$ cat config.mk
export PLATFORM = sky130hd
export DESIGN_NAME = control_id_pipe_flat
export DESIGN_NICKNAME = d
export VERILOG_FILES = /design/src/rtl/control_id_pipe_if.sv /design/src/rtl/control_id_pipe.sv /design/src/flat_wrapper.sv
export SDC_FILE = /design/constraint.sdc
export NUM_CORES = 1
export LEC_CHECK = 0
export ABC_AREA = 0
export CORE_UTILIZATION = 47
export CTS_CLUSTER_SIZE = 28
export DETAILED_ROUTE_END_ITERATION = 7
export GPL_ROUTABILITY_DRIVEN = 0
export PLACE_DENSITY = 0.81
export SLEW_MARGIN = 20
export SYNTH_ARGS = -nofsm -noshare
export SYNTH_HDL_FRONTEND = slang
export SYNTH_SLANG_ARGS = --single-unit
$ cat constraint.sdc
create_clock -name clk -period 5.1 [get_ports clk]
set_input_delay 1.53 -clock clk [delete_from_list [all_inputs] [get_ports clk]]
set_output_delay 1.53 -clock clk [all_outputs]
set_load 0.03 [all_outputs]
$ cat src/rtl/control_id_pipe_if.sv
// ID -> ID/EX control pipe bundle: instruction fields and pipeline controls in,
// registered control word, stall, illegal pulse and bubble count out.
interface control_id_pipe_if #(
    parameter int OPW  = 6,
    parameter int REGW = 5,
    parameter int CNTW = 16
);
    logic            id_valid_i;
    logic [OPW-1:0]  id_op_i;
    logic [REGW-1:0] id_rs_i;
    logic [REGW-1:0] id_rt_i;
    logic [REGW-1:0] id_rd_i;
    logic            flush_i;
    logic            ex_hold_i;

    logic            ex_valid_o;
    logic [1:0]      ex_alu_op_o;
    logic            ex_reg_dst_o;
    logic            ex_jump_o;
    logic            ex_branch_o;
    logic            ex_mem_read_o;
    logic            ex_mem_write_o;
    logic            ex_mem_to_reg_o;
    logic            ex_alu_src_o;
    logic            ex_reg_write_o;
    logic [REGW-1:0] ex_wr_reg_o;
    logic            stall_o;
    logic            illegal_o;
    logic [CNTW-1:0] bubble_cnt_o;

    // ID side / pipeline control
    modport master (
        output id_valid_i, id_op_i, id_rs_i, id_rt_i, id_rd_i, flush_i, ex_hold_i,
        input  ex_valid_o, ex_alu_op_o, ex_reg_dst_o, ex_jump_o, ex_branch_o,
               ex_mem_read_o, ex_mem_write_o, ex_mem_to_reg_o, ex_alu_src_o,
               ex_reg_write_o, ex_wr_reg_o, stall_o, illegal_o, bubble_cnt_o
    );

    // decoder pipe
    modport slave (
        input  id_valid_i, id_op_i, id_rs_i, id_rt_i, id_rd_i, flush_i, ex_hold_i,
        output ex_valid_o, ex_alu_op_o, ex_reg_dst_o, ex_jump_o, ex_branch_o,
               ex_mem_read_o, ex_mem_write_o, ex_mem_to_reg_o, ex_alu_src_o,
               ex_reg_write_o, ex_wr_reg_o, stall_o, illegal_o, bubble_cnt_o
    );
endinterface

$ cat src/rtl/control_id_pipe.sv
// Pipelined ID-stage control decoder: decodes the opcode into an ID/EX control
// register, detects load-use hazards (one bubble, PC/IF-ID stalled), honours
// flush and downstream hold, and keeps a saturating count of hazard bubbles.
module control_id_pipe #(
    parameter int OPW      = 6,
    parameter int REGW     = 5,
    parameter int CNTW     = 16,
    parameter bit ZERO_REG = 1'b1
) (
    input  logic              clk,
    input  logic              rst_n,
    control_id_pipe_if.slave  bus
);
    // ID/EX register contents; an all-zero word is a bubble
    typedef struct packed {
        logic            valid;
        logic [1:0]      alu_op;
        logic            reg_dst;
        logic            jump;
        logic            branch;
        logic            mem_read;
        logic            mem_write;
        logic            mem_to_reg;
        logic            alu_src;
        logic            reg_write;
        logic [REGW-1:0] wr_reg;
    } idex_t;

    idex_t           ex_q;
    idex_t           dec;
    logic            illegal_q;
    logic [CNTW-1:0] cnt_q;
    logic [5:0]      c;
    logic            op_hi_nz;
    logic            wr_hit;
    logic            zero_ok;
    logic            hazard;
    logic            unused_op4;

    assign c          = bus.id_op_i[5:0];
    assign unused_op4 = c[4];   // bit 4 takes no part in the decode

    // opcode bits above the 6-bit field must be zero; none exist at OPW==6
    generate
        if (OPW > 6) begin : g_hi
            assign op_hi_nz = |bus.id_op_i[OPW-1:6];
        end else begin : g_nohi
            assign op_hi_nz = 1'b0;
        end
    endgenerate

    // combinational control decode of the instruction sitting in ID
    always_comb begin
        dec            = '0;
        dec.valid      = 1'b1;
        dec.jump       = c[1] & ~c[0];
        dec.branch     = c[2];
        dec.mem_read   = c[0] & c[1] & ~c[3];
        dec.mem_to_reg = c[0] & c[1] & ~c[3];
        dec.mem_write  = c[0] & c[1] & c[3];
        dec.alu_op     = {~c[5] & ~c[2], c[2]};
        dec.alu_src    = c[0] & c[1];
        dec.reg_write  = ~((c[5] ^ c[1]) | c[3] | c[2]);
        dec.reg_dst    = ~c[1];
        dec.wr_reg     = c[1] ? bus.id_rt_i : bus.id_rd_i;
    end

    // load in EX whose destination feeds an ID source -> one bubble
    assign wr_hit  = (ex_q.wr_reg == bus.id_rs_i) | (ex_q.wr_reg == bus.id_rt_i);
    assign zero_ok = ZERO_REG ? (ex_q.wr_reg != '0) : 1'b1;
    assign hazard  = bus.id_valid_i & ex_q.valid & ex_q.mem_read & wr_hit & zero_ok;

    // stall freezes PC and IF/ID; a flush overrides both hold and hazard
    assign bus.stall_o = ~bus.flush_i & (bus.ex_hold_i | hazard);

    // ID/EX update in priority order: flush, hold, hazard, decode, illegal, idle
    always_ff @(posedge clk or negedge rst_n) begin
        if (!rst_n) begin
            ex_q      <= '0;
            illegal_q <= 1'b0;
            cnt_q     <= '0;
        end else begin
            illegal_q <= 1'b0;
            if (bus.flush_i) begin
                ex_q <= '0;
            end else if (bus.ex_hold_i) begin
                ex_q <= ex_q;
            end else if (hazard) begin
                ex_q <= '0;
                if (cnt_q != '1) cnt_q <= cnt_q + 1'b1;
            end else if (bus.id_valid_i && !op_hi_nz) begin
                ex_q <= dec;
            end else begin
                ex_q      <= '0;
                illegal_q <= bus.id_valid_i;
            end
        end
    end

    assign bus.ex_valid_o      = ex_q.valid;
    assign bus.ex_alu_op_o     = ex_q.alu_op;
    assign bus.ex_reg_dst_o    = ex_q.reg_dst;
    assign bus.ex_jump_o       = ex_q.jump;
    assign bus.ex_branch_o     = ex_q.branch;
    assign bus.ex_mem_read_o   = ex_q.mem_read;
    assign bus.ex_mem_write_o  = ex_q.mem_write;
    assign bus.ex_mem_to_reg_o = ex_q.mem_to_reg;
    assign bus.ex_alu_src_o    = ex_q.alu_src;
    assign bus.ex_reg_write_o  = ex_q.reg_write;
    assign bus.ex_wr_reg_o     = ex_q.wr_reg;
    assign bus.illegal_o       = illegal_q;
    assign bus.bubble_cnt_o    = cnt_q;
endmodule
$ cat src/flat_wrapper.sv
// flat-port wrapper written by rule: the top's interface ports become plain ports
module control_id_pipe_flat 
#(
    parameter int OPW      = 6,
    parameter int REGW     = 5,
    parameter int CNTW     = 16,
    parameter bit ZERO_REG = 1'b1
)
  (clk, rst_n, bus_id_valid_i, bus_id_op_i, bus_id_rs_i, bus_id_rt_i, bus_id_rd_i, bus_flush_i, bus_ex_hold_i, bus_ex_valid_o, bus_ex_alu_op_o, bus_ex_reg_dst_o, bus_ex_jump_o, bus_ex_branch_o, bus_ex_mem_read_o, bus_ex_mem_write_o, bus_ex_mem_to_reg_o, bus_ex_alu_src_o, bus_ex_reg_write_o, bus_ex_wr_reg_o, bus_stall_o, bus_illegal_o, bus_bubble_cnt_o);
  control_id_pipe_if #(.OPW(OPW), .REGW(REGW), .CNTW(CNTW)) bus_i ();
  input  logic clk;
  input  logic rst_n;
  input wire logic [$bits(bus_i.id_valid_i)-1:0] bus_id_valid_i;
  input wire logic [$bits(bus_i.id_op_i)-1:0] bus_id_op_i;
  input wire logic [$bits(bus_i.id_rs_i)-1:0] bus_id_rs_i;
  input wire logic [$bits(bus_i.id_rt_i)-1:0] bus_id_rt_i;
  input wire logic [$bits(bus_i.id_rd_i)-1:0] bus_id_rd_i;
  input wire logic [$bits(bus_i.flush_i)-1:0] bus_flush_i;
  input wire logic [$bits(bus_i.ex_hold_i)-1:0] bus_ex_hold_i;
  output wire logic [$bits(bus_i.ex_valid_o)-1:0] bus_ex_valid_o;
  output wire logic [$bits(bus_i.ex_alu_op_o)-1:0] bus_ex_alu_op_o;
  output wire logic [$bits(bus_i.ex_reg_dst_o)-1:0] bus_ex_reg_dst_o;
  output wire logic [$bits(bus_i.ex_jump_o)-1:0] bus_ex_jump_o;
  output wire logic [$bits(bus_i.ex_branch_o)-1:0] bus_ex_branch_o;
  output wire logic [$bits(bus_i.ex_mem_read_o)-1:0] bus_ex_mem_read_o;
  output wire logic [$bits(bus_i.ex_mem_write_o)-1:0] bus_ex_mem_write_o;
  output wire logic [$bits(bus_i.ex_mem_to_reg_o)-1:0] bus_ex_mem_to_reg_o;
  output wire logic [$bits(bus_i.ex_alu_src_o)-1:0] bus_ex_alu_src_o;
  output wire logic [$bits(bus_i.ex_reg_write_o)-1:0] bus_ex_reg_write_o;
  output wire logic [$bits(bus_i.ex_wr_reg_o)-1:0] bus_ex_wr_reg_o;
  output wire logic [$bits(bus_i.stall_o)-1:0] bus_stall_o;
  output wire logic [$bits(bus_i.illegal_o)-1:0] bus_illegal_o;
  output wire logic [$bits(bus_i.bubble_cnt_o)-1:0] bus_bubble_cnt_o;
  assign bus_i.id_valid_i = bus_id_valid_i;
  assign bus_i.id_op_i = bus_id_op_i;
  assign bus_i.id_rs_i = bus_id_rs_i;
  assign bus_i.id_rt_i = bus_id_rt_i;
  assign bus_i.id_rd_i = bus_id_rd_i;
  assign bus_i.flush_i = bus_flush_i;
  assign bus_i.ex_hold_i = bus_ex_hold_i;
  assign bus_ex_valid_o = bus_i.ex_valid_o;
  assign bus_ex_alu_op_o = bus_i.ex_alu_op_o;
  assign bus_ex_reg_dst_o = bus_i.ex_reg_dst_o;
  assign bus_ex_jump_o = bus_i.ex_jump_o;
  assign bus_ex_branch_o = bus_i.ex_branch_o;
  assign bus_ex_mem_read_o = bus_i.ex_mem_read_o;
  assign bus_ex_mem_write_o = bus_i.ex_mem_write_o;
  assign bus_ex_mem_to_reg_o = bus_i.ex_mem_to_reg_o;
  assign bus_ex_alu_src_o = bus_i.ex_alu_src_o;
  assign bus_ex_reg_write_o = bus_i.ex_reg_write_o;
  assign bus_ex_wr_reg_o = bus_i.ex_wr_reg_o;
  assign bus_stall_o = bus_i.stall_o;
  assign bus_illegal_o = bus_i.illegal_o;
  assign bus_bubble_cnt_o = bus_i.bubble_cnt_o;
  control_id_pipe #(.OPW(OPW), .REGW(REGW), .CNTW(CNTW), .ZERO_REG(ZERO_REG)) u_core (.clk(clk), .rst_n(rst_n), .bus(bus_i));
endmodule
Word level (Yosys, flattened, before mapping). Index checks and enable logic that the tools add are counted.

Flip-flop bits (word level): 32. Memories: 0. Memory bits (writable): 0. ROM bits: 0. Latch bits: 0. Output and inout bits: 34. Logic and storage cells: 47.

$mul: 0. Reductions and logical operators: 2. Add/sub/neg operators: 1. Mux-type cells: 5. Equal/unequal tests: 4. Div/mod/pow operators: 0. Bitwise gates (word level): 23. Magnitude comparators: 0. Shift operators: 0.

Operators by type and width (count): $mux W16 (4); $add A16 B1 Y16 const B (1); $ne A16 B16 Y1 const B (1); $and A1 B1 Y1 (10); $eq A5 B5 Y1 (2); $not A1 Y1 (8); $mux W5 (1); $reduce_bool A5 Y1 (1); $or A1 B1 Y1 (4); $reduce_and A4 Y1 (1); $ne A2 B2 Y1 const B (1); $xor A1 B1 Y1 (1).

Logic depth before layout (Yosys ltp).
Word-level depth: 8. Mapped depth: 6. Gate-level depth less buffers: 6.

Worst setup path before layout. Ideal clock, no wire load.

Path kind: input to output. From: input port bus_id_rs_i[4]. To: output port bus_stall_o. Stages: 6. Slack: 723 ps. Path buffers: 1. Arrival: 2847 ps. Path through: xnor2_1 nand3_1 o22ai_4 nand3_2 buf_6 a21oi_1.

Cells in the longest elaborated chain, start to end: 6.

RTL lines: from (decl) (RTL line flat_wrapper.sv:15) `input wire logic [$bits(bus_i.id_rs_i)-1:0] bus_id_rs_i;`; $eq A5 B5 Y1 (RTL line control_id_pipe.sv:69) `assign wr_hit = (ex_q.wr_reg == bus.id_rs_i) | (ex_q.wr_reg == bus.id_rt_i);`; $or A1 B1 Y1 (RTL line control_id_pipe.sv:69); $and A1 B1 Y1 (2 in a row) (RTL line control_id_pipe.sv:71) `assign hazard = bus.id_valid_i & ex_q.valid & ex_q.mem_read & wr_hit & zero_ok;`; $or A1 B1 Y1 (RTL line control_id_pipe.sv:74) `assign bus.stall_o = ~bus.flush_i & (bus.ex_hold_i | hazard);`; $and A1 B1 Y1 (RTL line control_id_pipe.sv:74); to (decl) (RTL line flat_wrapper.sv:31) `output wire logic [$bits(bus_i.stall_o)-1:0] bus_stall_o;`.

Every way passes these cells.

Final worst setup path. Ends and elaborated chain as after synthesis.

==> impl_results.md <==
- DRT antenna net count: 0
- DRT iter0 DRCs: 21
- Critical Path RT: roughly 3.6 ns
- Simple-Gate Fraction of Synth Area: 0.167
- Startpoint types: input port
- P_int: 346 uW
- Post-Route WL: approximately 3.8 mm
- Combinational share of power: 0.162
- Cells along the critical path: clkdlybuf4s50_1 > xnor2_1 > nand3_1 > o22ai_4 > nand3_2 > a21oi_1 > buf_4
- Clock transition at the registers of the reported paths: roughly 0.09 ns
- Setup repair after global routing missed its margin: false
- Mux cell area share after synthesis: 0.0416
- HP Class: reg2reg
- Initial antenna violation count: 0
- Vias in the first global route: 1,354
- Arr. time, crit path: ~3 ns
- H-Tree Depth: 2
- Crit. End Element: output port
- CTS sink count: 30
- FP Rows: 20
- Slowest cell on crit path: clkdlybuf4s50_1
- Final cell count without fillers: 243
- Synth cell types: 33
- Flops & latches, synth: 30
- Cell leakage power: ~0.00094 uW
- Die H: 60.8 um
- Sequential area share after synthesis: 0.463
- Fmax: 0.224 GHz
- Post-Synthesis Cells: between 100 and 150
- Clock power share: 0.314
- Largest area contributor in the netlist: dfrtp_1
- Maximum vdd drop: 167 uV
- Core Box Area: 3150 um^2
- Crit path kind: in2out
- Vias per cell: roughly 5.4
- Synth Area in Compound Gates: 0.136
- Area growth from synthesis to layout: 40.4%
- Global-route wire length before repair: 6.22 mm
- Routed via count: ~1,300
- DRC viols: 0
- Tot GR Track Use: 0.233
- Synth top area cells: dfrtp_1, xnor2_1, a32o_1
- CP peak stage delay: ~0.48 ns
- Root buffer cell: clkbuf_4
- Adder-cell share of the synthesized area: 0.00771
- Post-CTS Setup Bufs: 0
- Endpoints failing setup: 0
- Slew headroom: 0.366
- Status: complete, no violations
- Worst Path Max Fanout: 2
- Fin. Hold Viols: 0
- DP Worst Slack: 0.639 ns
- Die area: 3690 um^2
- Port Buffer Count: 57
- Buf/Inv on CP: 2
- Number of hold buffers added after CTS: 0
- CTS buffer count: 5
- Dpl cells: 235
- Die width: around 60 um
- Nets: around 230
- Starting Density: 0.515
- XOR/XNOR Fraction of Synth Area: 0.140
- Max cap viols: 0
- DRT Pass-1 Iters: 4
- Mapped cell area: ~1600 um^2
- CTS tree: done
- Synth Net Count: 166
- Fin. max-slew vios: 0
- Wire per inst: ~16 um
- Synth top area share: 0.463
- Post-CTS Resized: 0
- Antenna cell count: 0
- Total grt overflow: 0
- Sw Pwr: 123 uW
- Cell Pwr Density: around 210 nW/um^2
- Switch share: 0.262
- Minimum clock period: roughly 4.5 ns
- HPWL Detailed: between 2 and 3 mm
- Setup Total Neg Slack: 0 ns
- Slew @ Worst Pin: between 0.9 and 1 ns
- Final period util: 0.876
- Sequential power share: 0.524
- Largest family of logic cells by synthesized area: simple AND/OR/NAND/NOR gates
- Mean Syn Cell Area: about 12 um^2
- I/O pin count: 60
- Cell family with most CP delay: buffers and inverters
- Yosys warnings: 0
- Worst Setup Slack, final: 0.633 ns
- Maximum buffer depth of the clock tree: 2
- Largest net degree at the start of global routing: 31
- Share of cells above drive strength 1: 0.136
- Worst-Skew Late Latency: roughly 0.33 ns
- Clock Skews: around 0.014 ns
[layout make-up]
class	instances	area, um^2
flip-flops and latches	30	751
clock buffers	6	51.3
inverters	4	15.0
fillers	244	875
well taps	44	55.1
clock inverters	2	12.5
repair buffers	60	591
multi-input cells	97	803
[final timing paths]
kind | start | to | slack, ns | cells past startpoint
hold reg to reg | u_core.bus.bubble_cnt_o[8]$_DFFE_PN0P_ | u_core.bus.bubble_cnt_o[8]$_DFFE_PN0P_ | 0.49 | 1
setup / recovery | bus_id_rs_i[4] | bus_stall_o | 0.63 | 7
hold / removal | u_core.bus.bubble_cnt_o[8]$_DFFE_PN0P_ | u_core.bus.bubble_cnt_o[8]$_DFFE_PN0P_ | 0.49 | 1
setup reg to reg | u_core.bus.bubble_cnt_o[0]$_DFFE_PN0P_ | u_core.bus.bubble_cnt_o[1]$_DFFE_PN0P_ | 3.13 | 6
min in group asynchronous | rst_n | u_core.bus.ex_wr_reg_o[0]$_DFFE_PN0P_ | 1.58 | 2
max in group asynchronous | rst_n | u_core.bus.ex_valid_o$_DFFE_PN0P_ | 3.24 | 2
[Yosys cell counts]
cell       number
dfrtp_1        30
ha_1            1
nand4_1         8
a211oi_4        1
nand3_1         7
inv_1           4
buf_4           4
nand3_2         1
nor3_1          1
nor3b_1         2
a21oi_1         2
o211a_1         1
buf_2           1
nor2_1          5
nand4_2         1
buf_6           1
or4_1           1
a211oi_2        1
mux2_2          6
nor4b_2         2
xnor2_1        23
nor4_1          1
o22ai_4         1
and4_1          1
nor3b_4         1
o2111ai_2       1
conb_1          1
a22o_1          6
xor2_1          3
clkbuf_1        2
and3_1          5
nand2_1         6
a32o_1          8
[registers in the layout, indices dropped and copies added (netlist names)]
register and flops:
u_core.bus.bubble_cnt_o 16, u_core.bus.ex_wr_reg_o 5, u_core.bus.ex_alu_src_o 1, u_core.bus.ex_reg_dst_o 1, u_core.bus.ex_reg_write_o 1, u_core.bus.ex_valid_o 1
u_core.bus.ex_mem_write_o 1, u_core.bus.ex_jump_o 1, u_core.bus.ex_alu_op_o 2, u_core.bus.ex_mem_to_reg_o 1
[kinds of logic (layout without fill, tap and decap cells)]
logic type,count (synthesis),in the layout
muxes,6,6
xor gates and xnor gates,26,26
other,1,1
DFF,30,30
AOI/OAI and AO/OA,21,21
buffers and inverters,12,72
adders and majority gates,1,1
and+or+nand+nor,42,42
[through the flow]
step	total power [uW]	area, um^2	utilization	hold WS, ns
global placement	324	2210	0.702	0.478
finish	469	2280	0.723	0.495
global route	492	2280	0.723	0.512
floorplan	287	1620	-	0.663
CTS	475	2280	0.723	0.500
detailed placement	326	2210	0.702	0.483
[routing by layer]
layer,global-route usage,wire [um],up-vias
met3,0.0576,149,4
met1,0.271,1660,653
met2,0.419,1950,34
met4,0.0747,25,0
li1,-,-,633
met5,0,0,-
[cell usage in the layout, fill, tap and decap left out, types with 2 or more instances in the layout]
cell and count:
nor3b_1 2, buf_4 4, dfrtp_1 30, nand2_1 6
inv_1 4, clkdlybuf4s50_1 56, nand4_1 8, a32o_1 8
xnor2_1 23, a21oi_1 2, nor4b_2 2, mux2_2 6
xor2_1 3, nor2_1 5, clkbuf_4 5, nand3_1 7
a22o_1 6, and3_1 5
[power by group through the flow]
stage / combinational [uW] / sequential, uW / clock (uW)
final: 76.0 / 246 / 147
after global routing: 80.7 / 247 / 165
after CTS: 76.3 / 246 / 153
after detailed placement: 75.7 / 250 / 0
after global placement: 74.1 / 250 / 0
after floorplan: 29.5 / 257 / 0
Power figures use the tool's default switching activity.
